==> src/rtl/syscall_console_responder.sv <==
// Syscall responder: prints signed ints / single chars as an ASCII byte stream and services exit.
// Define SYSCALL_STATS_EN to build the serviced-call and transferred-byte counters.
module syscall_console_responder #(
  parameter logic [31:0] CODE_PRINT_INT    = 32'd1,
  parameter logic [31:0] CODE_EXIT         = 32'd10,
  parameter logic [31:0] CODE_PRINT_CHAR   = 32'd11,
  parameter bit          NEWLINE_AFTER_INT = 1'b1
) (
  input  logic        clk,
  input  logic        rst,
  input  logic        req_valid,
  output logic        req_ready,
  input  logic [31:0] req_code,
  input  logic [31:0] req_arg,
  output logic        resp_done,
  output logic        resp_err,
  output logic        char_valid,
  output logic [7:0]  char_data,
  input  logic        char_ready,
  output logic        halted,
  output logic [31:0] stat_calls,
  output logic [31:0] stat_chars
);

  typedef enum logic [2:0] {
    ST_IDLE   = 3'd0,
    ST_CONV   = 3'd1,
    ST_SIGN   = 3'd2,
    ST_DIGITS = 3'd3,
    ST_NL     = 3'd4,
    ST_CHAR   = 3'd5,
    ST_DONE   = 3'd6
  } state_t;

  state_t      state_r, state_s;
  logic [31:0] bin_r, bin_s;
  logic [39:0] bcd_r, bcd_s, bcd_adj_s, bcd_shift_s, bcd_src_s;
  logic [4:0]  cnt_r, cnt_s;
  logic [3:0]  idx_r, idx_s, msd_s;
  logic        neg_r, neg_s;
  logic        halted_r, halted_s;
  logic        ready_r, ready_s;
  logic        done_r, done_s;
  logic        err_r, err_s;
  logic        cv_r, cv_s;
  logic [7:0]  cd_r, cd_s;

  // Double-dabble correction: add 3 to every BCD digit of 5 or more before shifting.
  function automatic logic [39:0] dd_adjust(input logic [39:0] v);
    logic [39:0] r;
    r = v;
    for (int i = 0; i < 10; i++) begin
      r[4*i +: 4] = (v[4*i +: 4] > 4'd4) ? (v[4*i +: 4] + 4'd3) : v[4*i +: 4];
    end
    return r;
  endfunction

  function automatic logic [3:0] msd(input logic [39:0] v);
    logic [3:0] r;
    r = 4'd0;
    for (int i = 0; i < 10; i++) begin
      if (v[4*i +: 4] != 4'd0) begin
        r = 4'(i);
      end else begin
        r = r;
      end
    end
    return r;
  endfunction

  function automatic logic [7:0] ascii_digit(input logic [39:0] v, input logic [3:0] i);
    logic [39:0] t;
    t = v >> {i, 2'b00};
    return 8'h30 + {4'h0, t[3:0]};
  endfunction

  assign bcd_adj_s   = dd_adjust(bcd_r);
  assign bcd_shift_s = {bcd_adj_s[38:0], bin_r[31]};
  // On the last conversion cycle the first digit comes from the value being written this cycle
  assign bcd_src_s   = (state_r == ST_CONV) ? bcd_shift_s : bcd_r;
  assign msd_s       = msd(bcd_src_s);

  // Next-state and next-output logic; every output is registered alongside the state
  always_comb begin
    state_s  = state_r;
    bin_s    = bin_r;
    bcd_s    = bcd_r;
    cnt_s    = cnt_r;
    idx_s    = idx_r;
    neg_s    = neg_r;
    halted_s = halted_r;
    done_s   = 1'b0;
    err_s    = 1'b0;
    cv_s     = 1'b0;
    cd_s     = cd_r;
    case (state_r)
      ST_IDLE: begin
        if (req_valid && ready_r) begin
          if (req_code == CODE_PRINT_INT) begin
            state_s = ST_CONV;
            bin_s   = req_arg[31] ? (32'd0 - req_arg) : req_arg;
            bcd_s   = 40'd0;
            cnt_s   = 5'd0;
            neg_s   = req_arg[31];
          end else if (req_code == CODE_PRINT_CHAR) begin
            state_s = ST_CHAR;
            cv_s    = 1'b1;
            cd_s    = req_arg[7:0];
          end else if (req_code == CODE_EXIT) begin
            state_s  = ST_DONE;
            done_s   = 1'b1;
            halted_s = 1'b1;
          end else begin
            state_s = ST_DONE;
            done_s  = 1'b1;
            err_s   = 1'b1;
          end
        end else begin
          state_s = ST_IDLE;
        end
      end
      ST_CONV: begin
        bin_s = {bin_r[30:0], 1'b0};
        bcd_s = bcd_shift_s;
        cnt_s = cnt_r + 5'd1;
        if (cnt_r == 5'd31) begin
          if (neg_r) begin
            state_s = ST_SIGN;
            cv_s    = 1'b1;
            cd_s    = 8'h2D;
          end else begin
            state_s = ST_DIGITS;
            idx_s   = msd_s;
            cv_s    = 1'b1;
            cd_s    = ascii_digit(bcd_shift_s, msd_s);
          end
        end else begin
          state_s = ST_CONV;
        end
      end
      ST_SIGN: begin
        if (char_ready) begin
          state_s = ST_DIGITS;
          idx_s   = msd_s;
          cv_s    = 1'b1;
          cd_s    = ascii_digit(bcd_r, msd_s);
        end else begin
          cv_s = 1'b1;
        end
      end
      ST_DIGITS: begin
        if (char_ready) begin
          if (idx_r == 4'd0) begin
            if (NEWLINE_AFTER_INT) begin
              state_s = ST_NL;
              cv_s    = 1'b1;
              cd_s    = 8'h0A;
            end else begin
              state_s = ST_DONE;
              done_s  = 1'b1;
            end
          end else begin
            idx_s = idx_r - 4'd1;
            cv_s  = 1'b1;
            cd_s  = ascii_digit(bcd_r, idx_r - 4'd1);
          end
        end else begin
          cv_s = 1'b1;
        end
      end
      ST_NL, ST_CHAR: begin
        if (char_ready) begin
          state_s = ST_DONE;
          done_s  = 1'b1;
        end else begin
          cv_s = 1'b1;
        end
      end
      ST_DONE: begin
        state_s = ST_IDLE;
      end
      default: begin
        state_s = ST_IDLE;
      end
    endcase
    ready_s = (state_s == ST_IDLE) && !halted_s;
  end

  // State and registered outputs
  always_ff @(posedge clk) begin
    if (rst) begin
      state_r  <= ST_IDLE;
      bin_r    <= 32'd0;
      bcd_r    <= 40'd0;
      cnt_r    <= 5'd0;
      idx_r    <= 4'd0;
      neg_r    <= 1'b0;
      halted_r <= 1'b0;
      ready_r  <= 1'b1;
      done_r   <= 1'b0;
      err_r    <= 1'b0;
      cv_r     <= 1'b0;
      cd_r     <= 8'h00;
    end else begin
      state_r  <= state_s;
      bin_r    <= bin_s;
      bcd_r    <= bcd_s;
      cnt_r    <= cnt_s;
      idx_r    <= idx_s;
      neg_r    <= neg_s;
      halted_r <= halted_s;
      ready_r  <= ready_s;
      done_r   <= done_s;
      err_r    <= err_s;
      cv_r     <= cv_s;
      cd_r     <= cd_s;
    end
  end

  assign req_ready  = ready_r;
  assign resp_done  = done_r;
  assign resp_err   = err_r;
  assign char_valid = cv_r;
  assign char_data  = cd_r;
  assign halted     = halted_r;

`ifdef SYSCALL_STATS_EN
  logic [31:0] calls_r, chars_r;

  // Serviced-request and transferred-byte counters, wrapping naturally
  always_ff @(posedge clk) begin
    if (rst) begin
      calls_r <= 32'd0;
      chars_r <= 32'd0;
    end else begin
      calls_r <= done_r ? (calls_r + 32'd1) : calls_r;
      chars_r <= (cv_r && char_ready) ? (chars_r + 32'd1) : chars_r;
    end
  end

  assign stat_calls = calls_r;
  assign stat_chars = chars_r;
`else
  assign stat_calls = 32'd0;
  assign stat_chars = 32'd0;
`endif

endmodule

==> config.mk <==
export PLATFORM = sky130hd
export DESIGN_NAME = syscall_console_responder
export DESIGN_NICKNAME = d
export VERILOG_FILES = /design/src/rtl/syscall_console_responder.sv
export SDC_FILE = /design/constraint.sdc
export NUM_CORES = 1
export LEC_CHECK = 0
export CAP_MARGIN = 20
export CELL_PAD_IN_SITES_DETAIL_PLACEMENT = 0
export CELL_PAD_IN_SITES_GLOBAL_PLACEMENT = 1
export CORE_MARGIN = 3
export CORE_UTILIZATION = 42
export CTS_CLUSTER_DIAMETER = 40
export DETAILED_ROUTE_END_ITERATION = 16
export PLACE_DENSITY = 0.95
export SYNTH_ARGS = -nofsm -noshare
export SYNTH_HDL_FRONTEND = slang
export SYNTH_SLANG_ARGS = --single-unit
==> constraint.sdc <==
create_clock -name clk -period 9.7 [get_ports clk]
set_input_delay 1.455 -clock clk [delete_from_list [all_inputs] [get_ports clk]]
set_output_delay 1.455 -clock clk [all_outputs]
set_load 0.1 [all_outputs]
==> flow_summary.yaml <==
outcome:
  status: "complete, no violations"
sta:
  finalClockSkew_ns: 0.008030
  tightest_slew_ns: 0.9916
  period_share_pct: 45.95
  rsz0062_at_grt: "false"
  slew_violations: 0
  post-route-min-period_ns: 4.457
  fmax_mhz: 224.4
  setup-tns-final_ns: 0
  setup_viol: 0
  slew_headroom_pct: 33.69
  layout_setup_ws_ns: 5.243
  hold_viol_final: 0
global_routing:
  grt-ovfl-total: 0
  grt_pass1_wl_mm: 32.80
  antenna_found_initial: 0
  grt_max_degree: 88
  grt_use_total_pct: 19.97
  grt_pass1_vias: 6489
cts:
  cts_tree: "yes"
  clk_latency_ns: 0.36
  cts_root_buf: "clkbuf_16"
  cts_num_sinks: 98
  post_cts_resized: 0
  h-tree-depth: 3
  hold_buffers: 0
  clockBufferDepth: 2
  cts_buffers: 9
  clk_pin_slew_ns: 0.07
  postCtsSetupBuffers: 0
setup_path:
  cp-end-kind: "flop"
  cp-start-kind: "input pin"
  cp_num_buf_inv: 1
  crit_chain: "clkdlybuf4s50_1 > nor4_1 > nand4_1 > nor3_1 > a41oi_1 > a211o_1 > a211oi_1 > nand3_1 > a221oi_1 > o21ai_0 > o311ai_1"
  crit_path_max_incr_delay_ns: 0.49
  worstSetupStartpoint: "req_code[9]"
  rr_startpoint: "state_r[0]$_SDFF_PP0_"
  crit_type: "in2reg"
  crit_required_ns: 9.97
  critPathSlowestCell: "a211oi_1"
  path_delay_family: "compound AO/OA/AOI/OAI gates"
  arrival_ns: 4.72
  crit_fanout: 7
power_and_ir_drop:
  p_per_area_nw_per_um2: 202.8
  p_leak_nw: 3.162
  ir_drop_mv: 0.1309
yosys:
  synth_top_area_cell: "dfxtp_1"
  synth-async-reset-ratio_pct: 0
  synth_warnings: 0
  synth.most_common_cell: "nor2_1"
  syn_avg_cell_area_um2: 7.527
  yosys_register_bits: 98
  syn_inst: 1009
  synth_top_area_share_pct: 25.83
  netlist_area_um2: 7595
  ys_top_cells_by_area: "dfxtp_1 26%, buf_4 6.5%, mux2i_1 6.1%"
  synth_ff_type: "dfxtp_1"
  ys_seq_area_share_pct: 25.83
  synth_top_cells_by_count: "111 x nor2_1, 99 x nand2_1, 98 x dfxtp_1"
  synth_edf_count: 0
  synth_cell_types: 72
cells_and_area:
  layout-drive-gt1-share_pct: 6.870
  fin_nets: 1125
  syn_to_final_growth_pct: 12.47
  diodes: 0
  final_cells: 1273
routing:
  viasPerCell: 5.696
  vias: 7251
  wl_per_cell_um: 15.81
  initialDrtViolationCount: 617
  wl_mm: 20.13
  drcViolationCount: 0
  antenna_left: 0
  dr.pass1.iters: 5
floorplanning:
  dieArea_um2: 19730
  rows: 48
  die_w_um: 140.5
  fp.dieH_um: 140.5
  core_area_um2: 17480
  start_util_pct: 43.46
  ios: 145
placed_design:
  place.gp.congestion: 0.9480
  port_buffers: 80
  pre_cts_slack_ns: 4.898
  dp_cells: 1257
  dp_hpwl_mm: 14.73
min_path:
  min_from: "char_data[7]$_SDFFE_PP0P_"
  hold_class: "reg2reg"
job:
  max-cap-violations: 0
## metal layers
| metal | track usage [%] | share of wire, % | up-vias | wire length (µm) |
|---|---|---|---|---|
| met4 | 6.017 | 1.9 | 0 | 375 |
| li1 | - | - | 3581 | - |
| met5 | 0 | 0 | - | 0 |
| met2 | 32.16 | 47 | 253 | 9443 |
| met3 | 3.619 | 5.6 | 35 | 1131 |
| met1 | 27.29 | 46 | 3382 | 9181 |
## worst register-to-register path, delay by kind of cell (launching register included)
family / cells / cell delay, ns
AOI/OAI and AO/OA: 6 / 1.98
muxes: 1 / 0.23
and+or+nand+nor: 2 / 0.31
DFF: 1 / 0.56
buffers and inverters: 2 / 0.91
## placed cells by master, fill, tap and decap left out, drive strengths merged, types with 12 or more instances in the layout
cell type      netlist  routed
mux2i               46      46
nor2               111     111
or4                 13      13
nand3               36      36
o211ai              13      13
clkdlybuf4s50        0      79
nor4                18      18
ha                  14      14
a31oi               14      14
inv                 32      34
nand2b              12      12
conb                 1      64
o22ai               12      12
o21ai               41      41
a22oi               24      24
xnor2               36      36
a21oi               89      89
dfxtp               98      98
nor3                27      27
nand2               99      99
o31ai               12      12
## logic make-up after synthesis
family | after synthesis | share of synthesized area [%]
AND/OR/NAND/NOR | 363 | 22.78
AO/OA/AOI/OAI | 268 | 23.28
buffers and inverters | 162 | 11.47
flip-flops | 98 | 25.83
multiplexers | 60 | 9.324
XOR/XNOR | 43 | 4.959
adder cells (fa/ha/maj) | 14 | 2.306
other | 1 | 0.04938
## worst paths after layout
check,to,slack (ns),depth (start not counted)
max,char_data[2]$_SDFFE_PP0P_,5.24,11
min,char_data[7]$_SDFFE_PP0P_,0.45,2
max reg2reg,char_data[2]$_SDFFE_PP0P_,5.59,11
min reg2reg,char_data[7]$_SDFFE_PP0P_,0.45,2
## cell type report
class,count,area [µm²]
Inverter,32,120.1
Timing Repair Buffer,90,870.8
Clock buffer,10,239.0
Fill cell,1718,8935
Tap cell,225,281.5
Multi-Input combinational cell,812,5011
Sequential cell,98,1962
Clock inverter,6,57.56
## where the power goes
| part | leakage, nW | switching, mW | internal (mW) |
|---|---|---|---|
| Clock | 0.147 | 0.175 | 0.187 |
| Combinational | 2.22 | 0.607 | 0.275 |
| Sequential | 0.792 | 0.0502 | 0.439 |
## registers in the layout (all words and copies together), names as in the netlist
signal	flops
req_ready	1
halted	1
neg_r	1
bcd_r	40
bin_r	32
resp_err	1
state_r	3
resp_done	1
cnt_r	5
char_data	8
char_valid	1
idx_r	4
## stage by stage
stage	hold slack, ns	util, %	power, mW	area [µm²]
after floorplan	0.4316	-	1.201	7831
after global placement	0.4403	47.18	1.360	8245
after detailed placement	0.4460	47.18	1.364	8245
after CTS	0.4547	48.88	1.730	8542
after global routing	0.4832	48.88	1.818	8542
final	0.4520	48.88	1.733	8542
Note: power is estimated with default switching activity, not from simulation.
